--- config.mk ---
export PLATFORM = sky130hd
export DESIGN_NAME = calc_sequencer
export DESIGN_NICKNAME = d
export VERILOG_FILES = /design/src/rtl/calc_pkg.sv /design/src/rtl/key_conditioner.sv /design/src/rtl/calc_sequencer.sv
export SDC_FILE = /design/constraint.sdc
export NUM_CORES = 1
export LEC_CHECK = 0
export CAP_MARGIN = 20
export CORE_AREA = 5 5 85 87
export CTS_BUF_LIST = sky130_fd_sc_hd__clkbuf_8
export DETAILED_ROUTE_END_ITERATION = 10
export DIE_AREA = 0 0 90 92
export SYNTH_ARGS = -nofsm -noshare
export SYNTH_HDL_FRONTEND = slang
export SYNTH_SLANG_ARGS = --single-unit
--- constraint.sdc ---
create_clock -name CLOCK_50 -period 3 [get_ports CLOCK_50]
set_input_delay 0.45 -clock CLOCK_50 [delete_from_list [all_inputs] [get_ports CLOCK_50]]
set_output_delay 0.45 -clock CLOCK_50 [all_outputs]
set_load 0.03 [all_outputs]
--- src/rtl/calc_pkg.sv ---
// Shared definitions for the calculator sequencer: FSM states, key indices, debounce default.
package calc_pkg;

    typedef enum logic [1:0] {
        EDIT    = 2'd0,
        REQ     = 2'd1,
        ACKWAIT = 2'd2
    } state_t;

    localparam int KEY_OP   = 0;
    localparam int KEY_B    = 1;
    localparam int KEY_A    = 2;
    localparam int KEY_EXEC = 3;

    // 10 ms stability window at 50 MHz.
    localparam int DB_CYCLES_DEFAULT = 500000;

endpackage

--- src/rtl/key_conditioner.sv ---
// One push-button path: 2-flop synchronizer, optional debounce (CALC_DEBOUNCE_EN), falling-edge press pulse.
module key_conditioner
    import calc_pkg::*;
#(
    parameter int DB_CYCLES = DB_CYCLES_DEFAULT
) (
    input  logic clk,
    input  logic rst_n,
    input  logic key_n,
    output logic press
);

    logic       r_sync1;
    logic       r_sync2;
    logic       r_prev;
    logic       r_armed;
    logic [1:0] r_settle;
    logic       w_lvl;

    if (DB_CYCLES < 1) begin : g_db_cycles_range
        $error("key_conditioner: DB_CYCLES must be at least 1");
    end

    always_ff @(posedge clk or negedge rst_n) begin
        if (!rst_n) begin
            r_sync1 <= 1'b1;
            r_sync2 <= 1'b1;
        end else begin
            r_sync1 <= key_n;
            r_sync2 <= r_sync1;
        end
    end

`ifdef CALC_DEBOUNCE_EN
    localparam int CNT_W = (DB_CYCLES > 1) ? $clog2(DB_CYCLES) : 1;

    logic [CNT_W-1:0] r_cnt;
    logic             r_db;

    always_ff @(posedge clk or negedge rst_n) begin
        if (!rst_n) begin
            r_cnt <= '0;
            r_db  <= 1'b1;
        end else if (r_sync2 == r_db) begin
            r_cnt <= '0;
        end else if (r_cnt == CNT_W'(DB_CYCLES - 1)) begin
            r_db  <= r_sync2;
            r_cnt <= '0;
        end else begin
            r_cnt <= r_cnt + CNT_W'(1);
        end
    end

    assign w_lvl = r_db;
`else
    assign w_lvl = r_sync2;
`endif

    // Presses are only honoured once the synchronized key has been seen released
    // after reset, so a key held through reset cannot fire on release of reset.
    always_ff @(posedge clk or negedge rst_n) begin
        if (!rst_n) begin
            r_prev   <= 1'b0;
            r_armed  <= 1'b0;
            r_settle <= 2'b00;
        end else begin
            r_settle <= {r_settle[0], 1'b1};
            r_prev   <= w_lvl;
            if (r_settle[1] && r_sync2) begin
                r_armed <= 1'b1;
            end
        end
    end

    assign press = r_armed & r_prev & ~w_lvl;

endmodule

--- src/rtl/calc_sequencer.sv ---
// Button-driven operand/op editor with a four-phase request/acknowledge handshake to an external ALU.
// Optional debounce on the keys is enabled with CALC_DEBOUNCE_EN.
module calc_sequencer
    import calc_pkg::*;
#(
    parameter int  DATA_W    = 8,
    parameter int  MAX_VAL   = 9,
    parameter int  N_OPS     = 4,
    parameter int  DB_CYCLES = DB_CYCLES_DEFAULT,
    localparam int OP_W      = (N_OPS > 1) ? $clog2(N_OPS) : 1
) (
    input  logic              CLOCK_50,
    input  logic              RESET_N,
    input  logic [3:0]        KEY_N,
    input  logic              alu_ack,
    input  logic [DATA_W-1:0] alu_res1,
    input  logic [DATA_W-1:0] alu_res2,
    output logic [DATA_W-1:0] opnd_a,
    output logic [DATA_W-1:0] opnd_b,
    output logic [OP_W-1:0]   op_sel,
    output logic              alu_req,
    output logic [DATA_W-1:0] res1,
    output logic [DATA_W-1:0] res2,
    output logic              res_valid,
    output logic              busy
);

    logic [3:0]        w_press;
    state_t            r_state;
    state_t            w_state_nxt;
    logic [DATA_W-1:0] r_a;
    logic [DATA_W-1:0] r_b;
    logic [OP_W-1:0]   r_op;
    logic [DATA_W-1:0] r_res1;
    logic [DATA_W-1:0] r_res2;
    logic              r_rv;
    logic [DATA_W-1:0] w_a_nxt;
    logic [DATA_W-1:0] w_b_nxt;
    logic [OP_W-1:0]   w_op_nxt;
    logic [DATA_W-1:0] w_res1_nxt;
    logic [DATA_W-1:0] w_res2_nxt;
    logic              w_rv_nxt;

    function automatic logic [DATA_W-1:0] opnd_inc(input logic [DATA_W-1:0] v);
        return (v == DATA_W'(MAX_VAL)) ? '0 : v + DATA_W'(1);
    endfunction

    function automatic logic [OP_W-1:0] op_inc(input logic [OP_W-1:0] v);
        return (v == OP_W'(N_OPS - 1)) ? '0 : v + OP_W'(1);
    endfunction

    for (genvar i = 0; i < 4; i++) begin : g_key
        key_conditioner #(
            .DB_CYCLES(DB_CYCLES)
        ) u_key (
            .clk  (CLOCK_50),
            .rst_n(RESET_N),
            .key_n(KEY_N[i]),
            .press(w_press[i])
        );
    end

    always_ff @(posedge CLOCK_50 or negedge RESET_N) begin
        if (!RESET_N) begin
            r_state <= EDIT;
        end else begin
            r_state <= w_state_nxt;
        end
    end

    // Edits and an execute in the same cycle land together, so the request carries the new values.
    always_comb begin
        w_state_nxt = r_state;
        w_a_nxt     = r_a;
        w_b_nxt     = r_b;
        w_op_nxt    = r_op;
        w_res1_nxt  = r_res1;
        w_res2_nxt  = r_res2;
        w_rv_nxt    = r_rv;
        case (r_state)
            EDIT: begin
                if (w_press[KEY_OP]) w_op_nxt = op_inc(r_op);
                if (w_press[KEY_A])  w_a_nxt  = opnd_inc(r_a);
                if (w_press[KEY_B])  w_b_nxt  = opnd_inc(r_b);
                if (w_press[KEY_OP] || w_press[KEY_A] || w_press[KEY_B]) w_rv_nxt = 1'b0;
                if (w_press[KEY_EXEC]) w_state_nxt = REQ;
            end
            REQ: begin
                if (alu_ack) begin
                    w_res1_nxt  = alu_res1;
                    w_res2_nxt  = alu_res2;
                    w_rv_nxt    = 1'b1;
                    w_state_nxt = ACKWAIT;
                end
            end
            ACKWAIT: begin
                if (!alu_ack) w_state_nxt = EDIT;
            end
            default: w_state_nxt = EDIT;
        endcase
    end

    always_ff @(posedge CLOCK_50 or negedge RESET_N) begin
        if (!RESET_N) begin
            r_a    <= '0;
            r_b    <= '0;
            r_op   <= '0;
            r_res1 <= '0;
            r_res2 <= '0;
            r_rv   <= 1'b0;
        end else begin
            r_a    <= w_a_nxt;
            r_b    <= w_b_nxt;
            r_op   <= w_op_nxt;
            r_res1 <= w_res1_nxt;
            r_res2 <= w_res2_nxt;
            r_rv   <= w_rv_nxt;
        end
    end

    assign opnd_a    = r_a;
    assign opnd_b    = r_b;
    assign op_sel    = r_op;
    assign res1      = r_res1;
    assign res2      = r_res2;
    assign res_valid = r_rv;
    assign alu_req   = (r_state == REQ);
    assign busy      = (r_state != EDIT);

endmodule
# == Yosys cells after proc, flatten, opt, wreduce, memory -nomap -nowiden ==
# Cells that the tools add are included.
# word_totals
reg_bits,61
input_bits,23
out_inout_bits,37
elab_cells,76
# classes
muxes,10
bitwise,12
addsub,3
reduce_logical,15
n_eq_ne,9
# op_table
operator,n
$add 8x1->8 const B,2
$eq 8x4->1 const B,2
$mux 8,2
$and 1x1->1,8
$mux 2,4
$reduce_and 2->1,4
$ne 2x2->1 const B,3
$pmux 2 s3,1
$reduce_and 3->1,2
$eq 2x2->1 const B,2
$logic_and 1x1->1,4
$not 1->1,4
$reduce_bool 2->1,2
$add 2x1->2 const B,1
$eq 2x1->1 const B,1
$logic_not 2->1,1
$logic_or 1x1->1,2
$mux 1,2
$ne 2x1->1 const B,1
$pmux 1 s2,1

# == Logic depth before layout (Yosys ltp) ==
# Gate-level depths: netlist of the first run.
# depth
depth_word,6
mapped_depth,6
mapped_depth_nobuf,6

# == Modules after synthesis ==
# A second synthesis of the first run with hierarchy kept.
# unflattened
hier_cells,174
hier_area_um2,2387.3
# modules_own_cells
module,cells_per_inst,seq_area_each_um2,area_per_inst_um2,n_inst
calc_sequencer,138,925.9,1691.6,1
key_conditioner,9,152.6,173.9,4

# == Worst setup path after synthesis of the first run ==
# Ideal clock, no wire load.
# synth_path
path_type,register -> register
startpoint,reg r_state[0]
endpoint,reg r_res1[2] (netlist: res1[2])
arrival_ns,1.512
stages_incl_launch_ff,5
setup_time_ns,0.125
setup_slack_ns,1.363
required_ns,2.875
path_buffers,1
synth_period_minus_slack_ns,1.637
path_cell_list,dfrtp_1 and2b_1 nand2_1 buf_2 mux2_2
# synth_between
elab_chain_cells,2
# synth_lines
element,line_no,rtl
from (decl),calc_sequencer.sv:29,state_t r_state;
from (signal assigned),calc_sequencer.sv:67,r_state <= w_state_nxt;
$eq 2x1->1,n/a,
net alu_req,calc_sequencer.sv:21,"output logic alu_req,"
$reduce_and 2->1 (no source line),n/a,
to (signal assigned),calc_sequencer.sv:115,r_res1 <= w_res1_nxt;
to (decl),calc_sequencer.sv:34,logic [DATA_W-1:0] r_res1;
# The timed path passes the listed nets, and every way through them passes these cells.
# A chain may end at the register's enable or synchronous reset.

# == Final worst setup path of the first run ==
# layout_path
startpoint,reg r_state[0]
endpoint,out busy
# layout_between
elab_chain_cells,1
# layout_lines
element,line_no,rtl
$reduce_bool 2->1,calc_sequencer.sv:128,assign busy = (r_state != EDIT);
to (decl),calc_sequencer.sv:25,output logic busy
# No other way between the ends.

==> key figures, run 1 <==
Cells and area
  – Nets: 249
  – Share of layout cells above drive strength 1: 0.176
  – Number of diodes added for antenna fixing: 0
  – Syn-to-layout area delta: 35.3%
  – Final standard cell area without fillers: 2930 µm²

Pwr
  – Overall power consumption: 2.70 mW
  – Leakage power: 1.23 nW
  – Net Sw Power: 1.04 mW
  – Sequential share of power: 0.412
  – Proportion of power drawn by combinational gates: 0.439
  – Areal power density over the cells: 921 nW/µm²
  – Internal Dissipation: 1.65 mW
  – Share of power burned in the clock network: 0.149
  – Switching portion of total power: 0.387
  – Worst vdd rail ir drop: 0.000432 V

Drt
  – Total routed wirelength: 3970 µm
  – Number of remaining DRC errors: 0
  – First DRT Iteration DRCs: 28
  – Post-route antenna net violation count: 0
  – Ratio of routed vias to standard cells: 4.67
  – Total vias in the final route: 1396
  – Wire per inst: 13.3 µm
  – 1st-pass router iterations: 4

Timing
  – Count of endpoints failing hold in the final timing report: 0
  – Setup slack after layout: 723 ps
  – Unrepaired setup endpoints after global routing: no
  – Final hold slack: 71.9 ps
  – Sum Neg Setup Slack: 0 ps
  – Worst Skew: 6.40 ps
  – Upper clock frequency limit: 439 MHz
  – Pins Over Slew Limit: 0
  – Final Critical Period: 2280 ps
  – Worst-margin pin slew: 755 ps
  – Final period util: 0.759
  – Final setup violating endpoints: 0
  – Worst slew margin relative to its limit: 0.495

Yosys
  – Dominant cell type by area after synthesis: sky130_fd_sc_hd__dfrtp_1
  – Yosys warns: 0
  – Area share of the largest cell type after synthesis: 0.543
  – Commonest cells in the synthesized netlist: sky130_fd_sc_hd__dfrtp_1, sky130_fd_sc_hd__mux2_2, sky130_fd_sc_hd__nand2_1, sky130_fd_sc_hd__xnor2_1, sky130_fd_sc_hd__dfstp_2
  – Synthesized netlist cell count: 156
  – Most instantiated flip-flop cell in the synthesis netlist: sky130_fd_sc_hd__dfrtp_1
  – Cell with the most instances after synthesis: sky130_fd_sc_hd__dfrtp_1
  – Fraction of the yosys area taken by sequential cells: 0.640
  – Synthesized net count: 184
  – Number of flops mapped to enable cells by yosys: 0
  – Count of unique library cells instantiated by Yosys: 37
  – Number of flip-flops and latches in the synthesized netlist: 55
  – Post-synthesis area per instance: 13.9 µm²
  – Leading cell types by total area after synthesis: sky130_fd_sc_hd__dfrtp_1, sky130_fd_sc_hd__dfstp_2, sky130_fd_sc_hd__mux2_2
  – Async SR Flop Fraction: 1.00
  – Post-synth design cell area: 2160 µm²

Floorplan
  – Die outline width: 90 µm
  – I/O pin count: 60
  – Core Box Area: 6280 µm²
  – Effective utilization at floorplan: 0.345
  – Full die area: 8280 µm²
  – Num rows: 29
  – Height of the die: 92 µm

Critical path
  – Arrival time at the worst endpoint: 1830 ps
  – Setup slack on the worst flop-to-flop path: 1300 ps
  – Launching element type of the critical path: flip-flop
  – Required time of the critical path: 2550 ps
  – Critical path start-end classification: reg -> out
  – Number of cell instances on the worst register-to-register path: 4
  – Worst-path fanout max: 6
  – Crit path capture type: output pin
  – Cell with the biggest individual delay on the critical path: sky130_fd_sc_hd__clkdlybuf4s50_1
  – Launching point of the worst reg2reg path: r_state[1]$_DFFE_PN0P_
  – Max stage delay on crit path: 750 ps
  – List of cells traversed by the critical path: or2_1 -> clkdlybuf4s50_1
  – Capture point of the worst reg-to-reg path: opnd_a[7]$_DFFE_PN0P_

CTS
  – Clock tree from TritonCTS: built
  – Worst-Skew Late Latency: 300 ps
  – Number of CTS-inserted buffers: 5
  – Post-cts sizing count: 0
  – Clock slew at the register clock pins of the worst setup and hold paths: 100 ps
  – Clock Tree Buf Depth: 2
  – Buffer type at the clock tree root: sky130_fd_sc_hd__clkbuf_8
  – Count of H-tree levels built during CTS: 2
  – Setup fix buffers added after clock tree synthesis: 0
  – # clock sinks: 55
  – Hold buffers post-CTS: 0

Global routing
  – Number of antenna violations at the first check in global routing: 0
  – Final global-route overflow total: 0
  – Number of global-route vias before repair: 1497
  – First-pass GRT wire length: 6880 µm
  – Aggregate global-route resource usage: 0.102
  – Maximum number of pins on one net before global-route repair: 21

Place
  – Global placement routability congestion: 0.719
  – IO buf count: 59
  – Placed inst area: 2840 µm²
  – Worst setup timing slack at the placement stage: 989 ps
  – DPL Wire Length: 2900 µm

Run
  – Number of max-cap violations: 0

Outcome
  – Run status: finished clean

Hold path
  – Worst hold path type: in -> async
-- sequential cells by signal (all words and copies together), names as in the netlist --
| signal | count |
|---|---|
| g_key.u_key.r_armed | 4 |
| g_key.u_key.r_prev | 4 |
| g_key.u_key.r_settle | 2 |
| g_key.u_key.r_sync1 | 4 |
| g_key.u_key.r_sync2 | 4 |
| op_sel | 2 |
| opnd_a | 8 |
| opnd_b | 8 |
| r_state | 2 |
| res1 | 8 |
| res2 | 8 |
| res_valid | 1 |
-- worst max-delay path: cells and delay by family, from the launching register on --
family / cells / cell delay, ps
buffers and inverters: 1 / 750
DFF: 1 / 420
and+or+nand+nor: 1 / 360
-- cell type report --
type | count | area, µm²
inverters | 4 | 15.0
clock buffers | 5 | 68.8
multi-input cells | 94 | 739
fillers | 604 | 3350
clock inverters | 3 | 21.3
well taps | 77 | 96.3
flip-flops and latches | 55 | 1390
repair buffers | 61 | 601
-- cells in the final DEF, fill, tap and decap left out, types with 2 or more instances in the layout --
master / Yosys / routed
sky130_fd_sc_hd__mux2_2: 16 / 16
sky130_fd_sc_hd__nand2_1: 10 / 10
sky130_fd_sc_hd__nand4_1: 7 / 7
sky130_fd_sc_hd__clkbuf_8: 0 / 5
sky130_fd_sc_hd__o22ai_1: 2 / 2
sky130_fd_sc_hd__dfrtp_1: 47 / 47
sky130_fd_sc_hd__o21ai_0: 5 / 5
sky130_fd_sc_hd__inv_1: 4 / 5
sky130_fd_sc_hd__buf_4: 1 / 2
sky130_fd_sc_hd__xnor2_1: 9 / 9
sky130_fd_sc_hd__and3_1: 3 / 3
sky130_fd_sc_hd__clkinv_4: 0 / 2
sky130_fd_sc_hd__nor2_1: 3 / 3
sky130_fd_sc_hd__ha_1: 5 / 5
sky130_fd_sc_hd__dfstp_2: 8 / 8
sky130_fd_sc_hd__a21o_1: 5 / 5
sky130_fd_sc_hd__a21oi_1: 3 / 3
sky130_fd_sc_hd__nand3_1: 5 / 5
sky130_fd_sc_hd__nor3_4: 2 / 2
sky130_fd_sc_hd__nor3_1: 2 / 2
sky130_fd_sc_hd__clkdlybuf4s50_1: 0 / 58
-- per-stage QoR --
| stage | util | instances |
|---|---|---|
| 2_1_floorplan | - | 156 |
| 3_3_place_gp | 0.452 | 291 |
| 3_5_place_dp | 0.452 | 291 |
| 4_1_cts | 0.466 | 299 |
| 5_1_grt | 0.466 | 299 |
| 6_report | 0.466 | 299 |
-- worst max path at each step --
stage                                      to  depth (start not counted)  slack [ps]                    from
after detailed placement  res1[3]$_DFFE_PN0P_                          3         990                 alu_ack
after global placement    res1[5]$_DFFE_PN0P_                          3        1000                 alu_ack
final                                    busy                          2         720  r_state[0]$_DFFE_PN0P_
after floorplan           res1[2]$_DFFE_PN0P_                          4        1360  r_state[0]$_DFFE_PN0P_
after CTS                                busy                          2         690  r_state[0]$_DFFE_PN0P_
after global routing                     busy                          2         620  r_state[0]$_DFFE_PN0P_
-- logic make-up after synthesis --
family / synth area share
muxes: 0.0948
DFF: 0.640
adders and majority gates: 0.0289
buffers and inverters: 0.0179
AOI/OAI and AO/OA: 0.0584
and+or+nand+nor: 0.121
other: 0.00173
xor gates and xnor gates: 0.0364
-- metal layers --
metal / share of wire / track usage / wire, µm
met1: 0.47 / 0.132 / 1850
met2: 0.45 / 0.154 / 1790
met3: 0.076 / 0.0483 / 302
met4: 0.0083 / 0.0261 / 33
met5: 0 / 0 / 0
-- power groups by stage --
| stage | clock, mW | sequential, mW | combinational, mW |
|---|---|---|---|
| 3_3_place_gp | 0 | 1.13 | 1.19 |
| 2_1_floorplan | 0 | 1.47 | 0.351 |
| 4_1_cts | 0.427 | 1.12 | 1.20 |
| 6_report | 0.401 | 1.11 | 1.18 |
| 3_5_place_dp | 0 | 1.13 | 1.20 |
| 5_1_grt | 0.462 | 1.15 | 1.27 |
(Power assumes the default switching activity.)
==> run 2, diff against run 1 <==
clock period = 1.9 ns   (was 3 ns; I/O delays follow)
==> key figures, run 2 (same netlist as run 1, synthesis figures left out) <==
Pwr
  – Net Sw Power: 1.65 mW
  – Switching portion of total power: 0.387
  – Share of power burned in the clock network: 0.147
  – Sequential share of power: 0.409
  – Internal Dissipation: 2.61 mW
  – Areal power density over the cells: 1440 nW/µm²
  – Worst vdd rail ir drop: 0.000690 V
  – Proportion of power drawn by combinational gates: 0.444
  – Leakage power: 1.25 nW

Outcome
  – Run status: finished clean

Critical path
  – Critical path buffers and inverters: 1
  – Worst-path fanout max: 6
  – CP delay by family, top: flip-flops
  – Max stage delay on crit path: 420 ps
  – Launching element type of the critical path: flip-flop
  – Arrival time at the worst endpoint: 1500 ps
  – Required time of the critical path: 1620 ps
  – List of cells traversed by the critical path: or2_1 -> dlygate4sd2_1
  – Cell with the biggest individual delay on the critical path: sky130_fd_sc_hd__dfrtp_1
  – Critical path start-end classification: reg -> out
  – Crit path capture type: output pin

Place
  – DPL Wire Length: 2750 µm
  – Number of cells in the design after placement: 293
  – IO buf count: 59
  – Global placement routability congestion: 0.740

Drt
  – Number of remaining DRC errors: 0
  – Met2 layer wire length in the routed design: 1730 µm
  – Total routed wirelength: 3830 µm
  – 1st-pass router iterations: 4
  – First DRT Iteration DRCs: 41
  – Routed length on met3: 364 µm
  – M1 wire length: 1710 µm
  – Total vias in the final route: 1397
  – Post-route antenna net violation count: 0
  – Ratio of routed vias to standard cells: 4.63
  – Max layer used: met4
  – Wire per inst: 12.7 µm

CTS
  – Number of CTS-inserted buffers: 5
  – Clock Tree Buf Depth: 2
  – Buffer type at the clock tree root: sky130_fd_sc_hd__clkbuf_8
  – Setup fix buffers added after clock tree synthesis: 0
  – Clock tree from TritonCTS: built
  – Worst-Skew Late Latency: 300 ps
  – Count of H-tree levels built during CTS: 2
  – Clock slew at the register clock pins of the worst setup and hold paths: 100 ps
  – # clock sinks: 55

Cells and area
  – Number of diodes added for antenna fixing: 0
  – Leading cell types in the layout, fill and taps excluded: sky130_fd_sc_hd__clkdlybuf4s50_1, sky130_fd_sc_hd__dfrtp_1, sky130_fd_sc_hd__mux2_2
  – Nets: 252
  – Share of layout cells above drive strength 1: 0.187
  – Most common library cell in the layout ignoring fill and taps: sky130_fd_sc_hd__clkdlybuf4s50_1
  – Syn-to-layout area delta: 36.8%
  – Final standard cell count with taps included and fillers excluded: 302

Timing
  – Unrepaired setup endpoints after global routing: no
  – Final period util: 0.941
  – Count of endpoints failing hold in the final timing report: 0
  – Upper clock frequency limit: 559 MHz
  – Pins Over Slew Limit: 0
  – Final Critical Period: 1790 ps
  – Worst Skew: 4.82 ps
  – Sum Neg Setup Slack: 0 ps
  – Final setup violating endpoints: 0

Floorplan
  – Die outline width: 90 µm
  – Num rows: 29
  – I/O pin count: 60
  – Effective utilization at floorplan: 0.345
  – Full die area: 8280 µm²
  – Core Box Area: 6280 µm²
  – Height of the die: 92 µm

Global routing
  – Number of antenna violations at the first check in global routing: 0
  – Maximum number of pins on one net before global-route repair: 56
  – Aggregate global-route resource usage: 0.0971
  – First-pass GRT wire length: 6600 µm
  – Number of global-route vias before repair: 1420
  – Final global-route overflow total: 0

Run
  – Number of max-cap violations: 0

Hold path
  – Worst hold path type: reg -> reg
==> run 2: metrics by stage <==
step | hold WS [ps] | power (mW) | worst slack, ps | instance area [µm²] | util
after floorplan | -10.6 | 2.87 | 263 | 2160 | -
after detailed placement | 308 | 3.70 | 134 | 2870 | 0.456
after global routing | 352 | 4.55 | 26.5 | 2960 | 0.472
after global placement | 308 | 3.67 | 145 | 2870 | 0.456
after CTS | 359 | 4.35 | 78.8 | 2960 | 0.472
final | 356 | 4.26 | 112 | 2960 | 0.472
==> run 2: worst paths after layout <==
kind / start / endpoint / slack (ps) / cells after the start
max: r_state[1]$_DFFE_PN0P_ / busy / 110 / 2
min: g_key[3].u_key.r_settle[0]$_DFF_PN0_ / g_key[0].u_key.r_settle[1]$_DFF_PN0_ / 360 / 0
max reg2reg: r_state[1]$_DFFE_PN0P_ / opnd_a[6]$_DFFE_PN0P_ / 230 / 4
min reg2reg: g_key[3].u_key.r_settle[0]$_DFF_PN0_ / g_key[0].u_key.r_settle[1]$_DFF_PN0_ / 360 / 0
max in group asynchronous: RESET_N / g_key[2].u_key.r_sync2$_DFF_PN1_ / 1100 / 3
min in group asynchronous: RESET_N / res2[3]$_DFFE_PN0P_ / 490 / 3
==> run 2: metal layers <==
layer,track usage,up-vias
met5,0,-
met4,0.0298,0
met3,0.0491,5
met2,0.158,42
met1,0.113,666
li1,-,684
==> run 2: what timing repair did <==
item	4_1_cts	5_1_grt
hold buffers	1	0
resized for setup	2	0
endpoints found under the setup margin	2	0
endpoints found under the hold margin	47	0
==> run 2: layout make-up <==
class,instances,area [µm²]
fillers,603,3320
repair buffers,64,636
clock inverters,3,20.0
flip-flops and latches,55,1390
multi-input cells,94,739
inverters,4,15.0
clock buffers,5,68.8
well taps,77,96.3
==> run 2: power groups by stage <==
stage	Sequential, mW	Combinational, mW	Clock (mW)
2_1_floorplan	2.32	0.555	0
3_3_place_gp	1.76	1.92	0
3_5_place_dp	1.77	1.93	0
4_1_cts	1.75	1.93	0.674
5_1_grt	1.81	2.03	0.722
6_report	1.74	1.89	0.628
==> run 3, diff against run 2 <==
ABC_AREA = 1   (was unset)
CORE_AREA = 5 5 90 92   (was 5 5 85 87)
DIE_AREA = 0 0 95 97   (was 0 0 90 92)
==> key figures, run 3 <==
Outcome
  – Run status: finished clean

Global routing
  – Final global-route overflow total: 0
  – Number of antenna violations at the first check in global routing: 0
  – First-pass GRT wire length: 8810 µm
  – Aggregate global-route resource usage: 0.117
  – Number of global-route vias before repair: 1852
  – Maximum number of pins on one net before global-route repair: 34

Yosys
  – Dominant cell type by area after synthesis: sky130_fd_sc_hd__dfrtp_1
  – Fraction of the yosys area taken by sequential cells: 0.574
  – Number of flip-flops and latches in the synthesized netlist: 55
  – Synthesized netlist cell count: 271
  – Cell with the most instances after synthesis: sky130_fd_sc_hd__nand2_1
  – Most instantiated flip-flop cell in the synthesis netlist: sky130_fd_sc_hd__dfrtp_1
  – Number of flops mapped to enable cells by yosys: 0
  – Async SR Flop Fraction: 1.00
  – Post-synth design cell area: 2410 µm²
  – Leading cell types by total area after synthesis: sky130_fd_sc_hd__dfrtp_1, sky130_fd_sc_hd__nand2_1, sky130_fd_sc_hd__dfstp_2
  – Post-synthesis area per instance: 8.91 µm²
  – Yosys warns: 0
  – Area share of the largest cell type after synthesis: 0.487
  – Commonest cells in the synthesized netlist: sky130_fd_sc_hd__nand2_1, sky130_fd_sc_hd__dfrtp_1, sky130_fd_sc_hd__nand3_1, sky130_fd_sc_hd__inv_1, sky130_fd_sc_hd__nor2_1
  – Count of unique library cells instantiated by Yosys: 25
  – Synthesized net count: 299

Timing
  – Final Critical Period: 1850 ps
  – Final period util: 0.973
  – Sum Neg Setup Slack: 0 ps
  – Count of endpoints failing hold in the final timing report: 0
  – Upper clock frequency limit: 541 MHz
  – Worst-margin pin slew: 559 ps
  – Unrepaired setup endpoints after global routing: no
  – Worst slew margin relative to its limit: 0.627
  – Pins Over Slew Limit: 0
  – Worst Skew: 9.06 ps
  – Final hold slack: 361 ps
  – Setup slack after layout: 50.4 ps
  – Final setup violating endpoints: 0

Run
  – Number of max-cap violations: 0

Critical path
  – Worst-path fanout max: 3
  – Timing startpoint of the critical path: r_state[1]$_DFFE_PN0P_
  – Launching point of the worst reg2reg path: r_state[1]$_DFFE_PN0P_
  – Number of cell instances on the worst register-to-register path: 6
  – Crit path capture type: output pin
  – Required time of the critical path: 1620 ps
  – Setup slack on the worst flop-to-flop path: 440 ps
  – Launching element type of the critical path: flip-flop
  – Arrival time at the worst endpoint: 1560 ps
  – Capture point of the worst reg-to-reg path: opnd_a[0]$_DFFE_PN0P_
  – Worst setup endpoint: alu_req
  – Critical path start-end classification: reg -> out

Place
  – IO buf count: 59
  – DPL Wire Length: 3640 µm
  – Worst setup timing slack at the placement stage: 317 ps
  – Global placement routability congestion: 0.722

Drt
  – Number of remaining DRC errors: 0
  – First DRT Iteration DRCs: 33
  – Total vias in the final route: 1911
  – Wire per inst: 11.5 µm
  – Ratio of routed vias to standard cells: 4.39
  – Total routed wirelength: 5020 µm
  – 1st-pass router iterations: 4
  – Post-route antenna net violation count: 0

Hold path
  – Worst hold path type: reg -> reg
  – Depth of the worst hold-timing path: 0
  – Worst hold start: g_key[3].u_key.r_settle[0]$_DFF_PN0_

CTS
  – Number of CTS-inserted buffers: 5
  – Worst-Skew Late Latency: 310 ps
  – Count of H-tree levels built during CTS: 2
  – Clock slew at the register clock pins of the worst setup and hold paths: 110 ps
  – Clock Tree Buf Depth: 2
  – # clock sinks: 55
  – Buffer type at the clock tree root: sky130_fd_sc_hd__clkbuf_8
  – Clock tree from TritonCTS: built
  – Setup fix buffers added after clock tree synthesis: 0

Cells and area
  – Footprint of the multi-input gates: 865 µm²
  – Nets: 363
  – Sequential cell area: 1390 µm²
  – Final Core Density: 0.454
  – Most common library cell in the layout ignoring fill and taps: sky130_fd_sc_hd__nand2_1
  – Leading cell types in the layout, fill and taps excluded: sky130_fd_sc_hd__nand2_1, sky130_fd_sc_hd__clkdlybuf4s50_1, sky130_fd_sc_hd__dfrtp_1
  – Number of diodes added for antenna fixing: 0
  – Syn-to-layout area delta: 34.1%
  – # fillers: 730
  – Share of layout cells above drive strength 1: 0.0863

Floorplan
  – Core Box Area: 7140 µm²
  – Die outline width: 95 µm
  – Num rows: 31
  – I/O pin count: 60
  – Effective utilization at floorplan: 0.338
  – Height of the die: 97 µm
  – Full die area: 9220 µm²

Pwr
  – Leakage power: 1.55 nW
  – Areal power density over the cells: 1340 nW/µm²
  – Overall power consumption: 4.35 mW
  – Worst vdd rail ir drop: 0.000569 V
==> run 3: cell types whose count changed after synthesis, sizes merged, moves of 4 or more <==
cell	previous run	this run
nor2	3	21
nand3b	0	5
nand3	5	33
nand2	10	95
nor3	4	0
nand4	7	3
inv	4	30
xnor2	9	0
mux2	17	0
==> run 3: per-stage QoR <==
stage | instance area (µm²) | cells
final | 3240 | 435
after global routing | 3240 | 435
after CTS | 3240 | 435
after detailed placement | 3110 | 426
after global placement | 3110 | 426
after floorplan | 2410 | 271
==> run 3: logic make-up (layout without fill, tap and decap cells) <==
| family | after synthesis | in the layout | synth area share |
|---|---|---|---|
| and+or+nand+nor | 158 | 158 | 0.286 |
| AOI/OAI and AO/OA | 15 | 15 | 0.0409 |
| adders and majority gates | 5 | 5 | 0.0259 |
| buffers and inverters | 36 | 101 | 0.0679 |
| other | 1 | 1 | 0.00155 |
| DFF | 55 | 55 | 0.574 |
| xor gates and xnor gates | 1 | 1 | 0.00363 |
==> run 3: worst min path at each step <==
| stage | end | slack, ps |
|---|---|---|
| finish | g_key[0].u_key.r_settle[1]$_DFF_PN0_ | 360 |
| global route | g_key[1].u_key.r_sync1$_DFF_PN1_ | 340 |
| CTS | g_key[2].u_key.r_sync1$_DFF_PN1_ | 350 |
| detailed placement | res1[7]$_DFFE_PN0P_ | 320 |
| global placement | res1[7]$_DFFE_PN0P_ | 310 |
| floorplan | g_key[0].u_key.r_armed$_DFFE_PN0P_ | -10 |
==> run 3: what timing repair did <==
action	in CTS	in global routing
endpoints found under the setup margin	1	1
resized for setup	1	1
hold endpoints to repair	22	0
hold buffers	1	0
==> run 3: worst max-delay path: stages (launching register included) <==
cell and delay [ps]:
sky130_fd_sc_hd__dfrtp_1 440, sky130_fd_sc_hd__nor2_4 120, sky130_fd_sc_hd__clkdlybuf4s50_1 690
==> run 3: report_power, final <==
part / switching [mW] / internal (mW) / total [mW]
Combinational: 1.06 / 0.736 / 1.80
Clock: 0.410 / 0.407 / 0.818
Sequential: 0.273 / 1.46 / 1.74
==> run 3: routing by layer <==
layer / part of all wire / track usage / wire length [µm] / vias to the layer above
met5: 0 / 0 / 0 / -
met3: 0.056 / 0.0365 / 280 / 7
li1: - / - / - / 977
met4: 0.0088 / 0.0233 / 44 / 0
met1: 0.46 / 0.160 / 2290 / 884
met2: 0.48 / 0.181 / 2400 / 43
==> run 3: area by class of cell <==
cell class              instances  share of cell area
well taps                      99              0.0383
clock inverters                 3              0.0155
repair buffers                 63               0.195
flip-flops and latches         55               0.428
clock buffers                   5              0.0213
inverters                      30              0.0348
multi-input cells             180               0.267
